### src/rtl/tx_sched_pkg.sv
// tx_sched_pkg: shared constants and types for the byte transmit scheduler.
//   BYTE_W          - width of one requester byte
//   FRAME_BITS      - serial frame length (start + 8 data + stop)
//   DEFAULT_NUM_REQ - default number of requesters
//   state_t         - scheduler FSM state encoding
//   frame_cycles()  - clock cycles taken by one serial frame
package tx_sched_pkg;

  localparam int BYTE_W          = 8;
  localparam int FRAME_BITS      = 10;
  localparam int DEFAULT_NUM_REQ = 4;

  typedef enum logic [1:0] {
    ST_IDLE = 2'd0,
    ST_TRIG = 2'd1,
    ST_WAIT = 2'd2
  } state_t;

  function automatic int frame_cycles(input int baud_div);
    return FRAME_BITS * baud_div;
  endfunction

endpackage

### src/rtl/serial_tx.sv
// serial_tx: 8N1 serializer. A one-cycle trigger_in loads val_in; the line
// then carries start bit, 8 data bits LSB first and a stop bit, each held
// for BAUD_DIV cycles. The first start-bit cycle is the cycle after trigger.
// Ports:
//   clk_in     - clock, rising edge
//   rst_in     - synchronous active-high reset (line returns to idle 1)
//   trigger_in - load pulse
//   val_in     - byte to send, sampled on trigger_in
//   data_out   - registered serial line, idle high
module serial_tx
  import tx_sched_pkg::*;
#(
  parameter int BAUD_DIV = 868
) (
  input  logic              clk_in,
  input  logic              rst_in,
  input  logic              trigger_in,
  input  logic [BYTE_W-1:0] val_in,
  output logic              data_out
);

  localparam int BAUD_W = (BAUD_DIV > 1) ? $clog2(BAUD_DIV) : 1;
  localparam int BIT_W  = $clog2(FRAME_BITS);
  localparam logic [BAUD_W-1:0] BAUD_LAST = BAUD_W'(BAUD_DIV - 1);

  // Holds the bits still to be shifted out after the start bit: data then stop.
  logic [FRAME_BITS-2:0] shift_reg;
  logic [BAUD_W-1:0]     baud_reg;
  logic [BIT_W-1:0]      bits_left_reg;
  logic                  active_reg;
  logic                  line_reg;

  always_ff @(posedge clk_in) begin
    if (rst_in) begin
      shift_reg     <= '1;
      baud_reg      <= '0;
      bits_left_reg <= '0;
      active_reg    <= 1'b0;
      line_reg      <= 1'b1;
    end else if (trigger_in) begin
      shift_reg     <= {1'b1, val_in};
      baud_reg      <= '0;
      bits_left_reg <= BIT_W'(FRAME_BITS - 1);
      active_reg    <= 1'b1;
      line_reg      <= 1'b0;
    end else if (active_reg) begin
      if (baud_reg == BAUD_LAST) begin
        baud_reg <= '0;
        if (bits_left_reg == '0) begin
          // Stop bit has had its full period; release the line.
          active_reg <= 1'b0;
          line_reg   <= 1'b1;
        end else begin
          line_reg      <= shift_reg[0];
          shift_reg     <= {1'b1, shift_reg[FRAME_BITS-2:1]};
          bits_left_reg <= bits_left_reg - 1'b1;
        end
      end else begin
        baud_reg <= baud_reg + 1'b1;
      end
    end
  end

  assign data_out = line_reg;

endmodule

### src/rtl/tx_scheduler.sv
// tx_scheduler: round-robin arbiter feeding one serial transmitter.
// In IDLE the round-robin winner among valid requesters gets a
// combinational ready, its byte is captured, and the FSM goes TRIG (one
// trigger pulse to serial_tx) then WAIT (exactly one frame time) before
// accepting the next byte. Slots are therefore FRAME_CYCLES+2 apart.
// Optional feature: define TX_SCHED_COUNT_EN to add sent_count_out, a
// 16-bit wrapping count of issued triggers.
// Ports:
//   clk_in         - clock, rising edge
//   rst_in         - synchronous active-high reset
//   valid_in       - per-requester byte offer
//   data_in        - per-requester byte (packed array)
//   ready_out      - one-hot or zero accept, only in IDLE
//   grant_out      - one-hot owner of the byte in flight
//   busy_out       - high in TRIG and WAIT
//   sent_count_out - (TX_SCHED_COUNT_EN only) trigger count
//   data_out       - serial line
module tx_scheduler
  import tx_sched_pkg::*;
#(
  parameter int NUM_REQ  = DEFAULT_NUM_REQ,
  parameter int BAUD_DIV = 868
) (
  input  logic                           clk_in,
  input  logic                           rst_in,
  input  logic [NUM_REQ-1:0]             valid_in,
  input  logic [NUM_REQ-1:0][BYTE_W-1:0] data_in,
  output logic [NUM_REQ-1:0]             ready_out,
  output logic [NUM_REQ-1:0]             grant_out,
  output logic                           busy_out,
`ifdef TX_SCHED_COUNT_EN
  output logic [15:0]                    sent_count_out,
`endif
  output logic                           data_out
);

  localparam int FRAME_CYCLES = frame_cycles(BAUD_DIV);
  localparam int CNT_W        = $clog2(FRAME_CYCLES + 1);
  localparam int IDX_W        = (NUM_REQ > 1) ? $clog2(NUM_REQ) : 1;
  // One extra bit so (last_grant + k) can exceed NUM_REQ before wrapping.
  localparam int SUM_W        = IDX_W + 1;
  localparam logic [CNT_W-1:0] CNT_LAST = CNT_W'(FRAME_CYCLES - 1);

  state_t                state_reg, state_next;
  logic [CNT_W-1:0]      cnt_reg, cnt_next;
  logic [IDX_W-1:0]      last_grant_reg, last_grant_next;
  logic [NUM_REQ-1:0]    grant_reg, grant_next;
  logic [BYTE_W-1:0]     val_q_reg, val_q_next;
  logic                  trig;

  logic                  win_found;
  logic [IDX_W-1:0]      win_idx;
  logic [SUM_W-1:0]      cand;

  // Round-robin search: first valid requester starting at last_grant+1.
  always_comb begin
    win_found = 1'b0;
    win_idx   = '0;
    cand      = '0;
    for (int k = 0; k < NUM_REQ; k++) begin
      cand = {1'b0, last_grant_reg} + SUM_W'(k + 1);
      if (cand >= SUM_W'(NUM_REQ)) begin
        cand = cand - SUM_W'(NUM_REQ);
      end
      if (!win_found && valid_in[cand[IDX_W-1:0]]) begin
        win_found = 1'b1;
        win_idx   = cand[IDX_W-1:0];
      end
    end
  end

  // Ready is only ever offered to the winner, and only while idle.
  for (genvar gi = 0; gi < NUM_REQ; gi++) begin : g_ready
    assign ready_out[gi] = (state_reg == ST_IDLE) && win_found &&
                           (win_idx == IDX_W'(gi));
  end

  always_comb begin
    state_next      = state_reg;
    cnt_next        = cnt_reg;
    last_grant_next = last_grant_reg;
    grant_next      = grant_reg;
    val_q_next      = val_q_reg;
    trig            = 1'b0;
    case (state_reg)
      ST_IDLE: begin
        if (win_found) begin
          grant_next      = NUM_REQ'(1) << win_idx;
          val_q_next      = data_in[win_idx];
          last_grant_next = win_idx;
          state_next      = ST_TRIG;
        end
      end
      ST_TRIG: begin
        trig       = 1'b1;
        cnt_next   = '0;
        state_next = ST_WAIT;
      end
      ST_WAIT: begin
        // Counts 0..FRAME_CYCLES-1, so WAIT lasts exactly one frame.
        if (cnt_reg == CNT_LAST) begin
          cnt_next   = '0;
          grant_next = '0;
          state_next = ST_IDLE;
        end else begin
          cnt_next = cnt_reg + 1'b1;
        end
      end
      default: begin
        state_next = ST_IDLE;
      end
    endcase
  end

  always_ff @(posedge clk_in) begin
    if (rst_in) begin
      state_reg      <= ST_IDLE;
      cnt_reg        <= '0;
      last_grant_reg <= IDX_W'(NUM_REQ - 1);
      grant_reg      <= '0;
      val_q_reg      <= '0;
    end else begin
      state_reg      <= state_next;
      cnt_reg        <= cnt_next;
      last_grant_reg <= last_grant_next;
      grant_reg      <= grant_next;
      val_q_reg      <= val_q_next;
    end
  end

  assign grant_out = grant_reg;
  assign busy_out  = (state_reg != ST_IDLE);

`ifdef TX_SCHED_COUNT_EN
  logic [15:0] sent_count_reg;

  always_ff @(posedge clk_in) begin
    if (rst_in) begin
      sent_count_reg <= '0;
    end else if (trig) begin
      sent_count_reg <= sent_count_reg + 16'd1;
    end
  end

  assign sent_count_out = sent_count_reg;
`endif

  serial_tx #(
    .BAUD_DIV (BAUD_DIV)
  ) u_serial_tx (
    .clk_in     (clk_in),
    .rst_in     (rst_in),
    .trigger_in (trig),
    .val_in     (val_q_reg),
    .data_out   (data_out)
  );

endmodule
### config.mk
export PLATFORM = sky130hd
export DESIGN_NAME = tx_scheduler
export DESIGN_NICKNAME = d
export VERILOG_FILES = /design/src/rtl/tx_sched_pkg.sv /design/src/rtl/serial_tx.sv /design/src/rtl/tx_scheduler.sv
export SDC_FILE = /design/constraint.sdc
export NUM_CORES = 1
export LEC_CHECK = 0
export BUFFER_PORTS_ARGS = -buffer_cell sky130_fd_sc_hd__buf_2
export CAP_MARGIN = 20
export CORE_UTILIZATION = 40
export DETAILED_ROUTE_END_ITERATION = 8
export HOLD_SLACK_MARGIN = 0.05
export PLACE_DENSITY = 0.62
export REMOVE_ABC_BUFFERS = 1
export SLEW_MARGIN = 20
export SYNTH_ARGS = -nofsm -noshare
export SYNTH_HDL_FRONTEND = slang
export SYNTH_SLANG_ARGS = --single-unit
export TNS_END_PERCENT = 20
### constraint.sdc
create_clock -name clk_in -period 2.5 [get_ports clk_in]
set_clock_uncertainty 0.05 [all_clocks]
set_input_delay 0.625 -clock clk_in [delete_from_list [all_inputs] [get_ports clk_in]]
set_output_delay 0.625 -clock clk_in [all_outputs]
set_load 0.005 [all_outputs]
==> metrics.yaml <==
synthesis:
  netlist_area_sq_um: 2690
  synth_flop_cell: "dfxtp_1"
  synth-seq-cells: 54
  syn-instance-count: 306
  synth_area_per_cell_sq_um: 8.78
  yosysUniqueCellTypes: 43
  seq_area_frac_synth_pct: 40.2
  synth_edf_count: 0
  async_flop_share_pct: 0
  ys_warn_count: 0
clock_tree:
  htree_levels: 2
  clk_path_buf_depth: 2
  cts_tree: "built"
  numCtsBuffers: 5
  cts.clk_slew.worst_paths_ps: 90
  clockRootBuffer: "clkbuf_8"
  cts_resized: 0
  cts_hold_buf: 0
  clkSinkCount: 54
  post_cts_buffers: 0
  clock_latency_ps: 310
timing:
  holdWs_ps: 408
  fin_ws_ps: 92.9
  clock.fmax_mhz: 415
  final_max_slew_viol_count: 0
  fin_setup_tns_ps: 0
  hold_viol_final: 0
  finalSetupViolCount: 0
  worstMarginPinSlew_ps: 612
  slew_headroom_pct: 59.1
  layout_min_cycle_time_ps: 2410
  rsz0062_at_grt: "false"
  min_period_over_period_pct: 96.3
global_routing:
  grt_pass1_vias: 2115
  grt_max_degree: 16
  grt_pass1_wl_mm: 9.23
  grt_overflow: 0
  grtUsageTotal_pct: 15.9
  antenna_found_initial: 0
drt:
  vias: 2202
  dr.pass1.iters: 4
  drtIter0Drc: 62
  viasPerCell: 5.07
  ant_nets: 0
  wl_per_cell_um: 11.9
  drc: 0
  wirelength_mm: 5.19
die:
  fp.dieH_um: 84.0
  row_count: 29
  initial_core_util_pct: 41.8
  ios: 48
  fp.dieW_um: 84.0
  core_area_sq_um: 6420
  die-area_sq_um: 7050
finish:
  fin_nets: 401
  final_area_sq_um: 3130
  final_cell_mix: "dfxtp_1, buf_2, nor2_1"
  largest_reg_flops: 14
  syn2layout_area_growth_pct: 16.3
  drive_above_1_share_pct: 20.4
  final_common_cell: "dfxtp_1"
  num_antenna_cells: 0
job:
  drv_cap: 0
place:
  place_ws_ps: 58.2
  gp_congestion: 0.797
  hpwl_mm: 4.03
  port_buffers: 47
  postPlaceCellArea_sq_um: 3030
setup_path:
  worstSetupEndpointType: "primary output"
  worst_r2r_endpoint: "grant_out[3]"
  cp_max_fo: 4
  setup.worst_path.start_class: "input port"
  r2r_slack_ps: 240
  critPathLaunch: "valid_in[0]"
  reg2reg_from: "cnt_reg[0]"
  worst-r2r-cell-count: 6
  required_ps: 1820
  worst_ep_arrival_time_ps: 1730
  crit_type: "input port to primary output"
hold_path:
  hold_end: "grant_out[0]"
  min_path_cells: 2
  min_from: "grant_out[0]"
  min-delay-path-class: "flop to flop"
pwr:
  power_leakage_nw: 1.23
  power_w: 0.00210
  power_density_nw_per_um2: 673
  max-vdd-ir-drop_mv: 0.395
run_status:
  run_status: "finished, final reports clean"
## cells in the mapped netlist, types with 2 or more instances
master	instances	share of area [%]
o21ai_0	13	2.4
ha_1	7	3.3
mux2i_1	19	7.1
nand3b_1	2	0.56
inv_1	9	1.3
or4b_4	2	1.0
buf_4	3	0.84
a211oi_1	8	2.2
o21ai_1	2	0.37
a221oi_1	8	2.6
nor3_1	15	2.8
nand4_1	8	1.9
and3_1	5	1.2
buf_2	3	0.56
nand3_1	3	0.56
nor2b_1	3	0.70
nand2b_1	4	0.93
or3_1	3	0.70
xnor2_1	12	3.9
nor2_1	38	5.3
and2_1	12	2.8
nand2_1	23	3.2
dfxtp_1	54	40
xor2_1	12	3.9
a21oi_1	13	2.4
clkbuf_1	8	1.1
## critical path, stage by stage
cell and delay (ps):
buf_2 120, or4_4 510, and2_1 180, nand2b_1 120, nor2_1 50, buf_2 120
## stage by stage
| step | utilization (%) | cells |
|---|---|---|
| after floorplan | - | 291 |
| after global placement | 47.2 | 426 |
| after detailed placement | 47.2 | 426 |
| after CTS | 48.6 | 434 |
| after global routing | 48.7 | 434 |
| final | 48.7 | 434 |
## metal layers
layer	vias up	global-route usage [%]	share of wire [%]
li1	1172	-	-
met1	970	19.9	49
met2	55	26.9	46
met3	5	3.17	4.2
met4	0	6.11	1.2
met5	-	0	0
## cell families after synthesis
kind of cell | Yosys count | share of synthesized area [%]
AO/OA/AOI/OAI | 54 | 14.0
XOR/XNOR | 24 | 7.82
adder cells (fa/ha/maj) | 7 | 3.26
buffers and inverters | 24 | 3.91
flip-flops | 54 | 40.2
multiplexers | 19 | 7.08
AND/OR/NAND/NOR | 124 | 23.7
## power breakdown
group | switching [W] | internal [W]
registers | 0.0000688 | 0.000966
logic | 0.000313 | 0.000263
clock network | 0.000270 | 0.000224
## area by class of cell
type	count	area, sq um
Clock buffer	7	86.3
Timing Repair Buffer	58	318
Inverter	9	33.8
Tap cell	77	96.3
Sequential cell	54	1080
Clock inverter	1	5.00
Multi-Input combinational cell	228	1510
Fill cell	618	3300
## how the worst max path moves through the flow
stage	to	slack [ps]	cells after the start
floorplan	ready_out[0]	30	4
global placement	ready_out[1]	100	6
detailed placement	ready_out[0]	60	6
CTS	ready_out[0]	50	6
global route	ready_out[1]	20	6
finish	ready_out[0]	90	6
No activity file was read; power rests on OpenSTA's default activity.
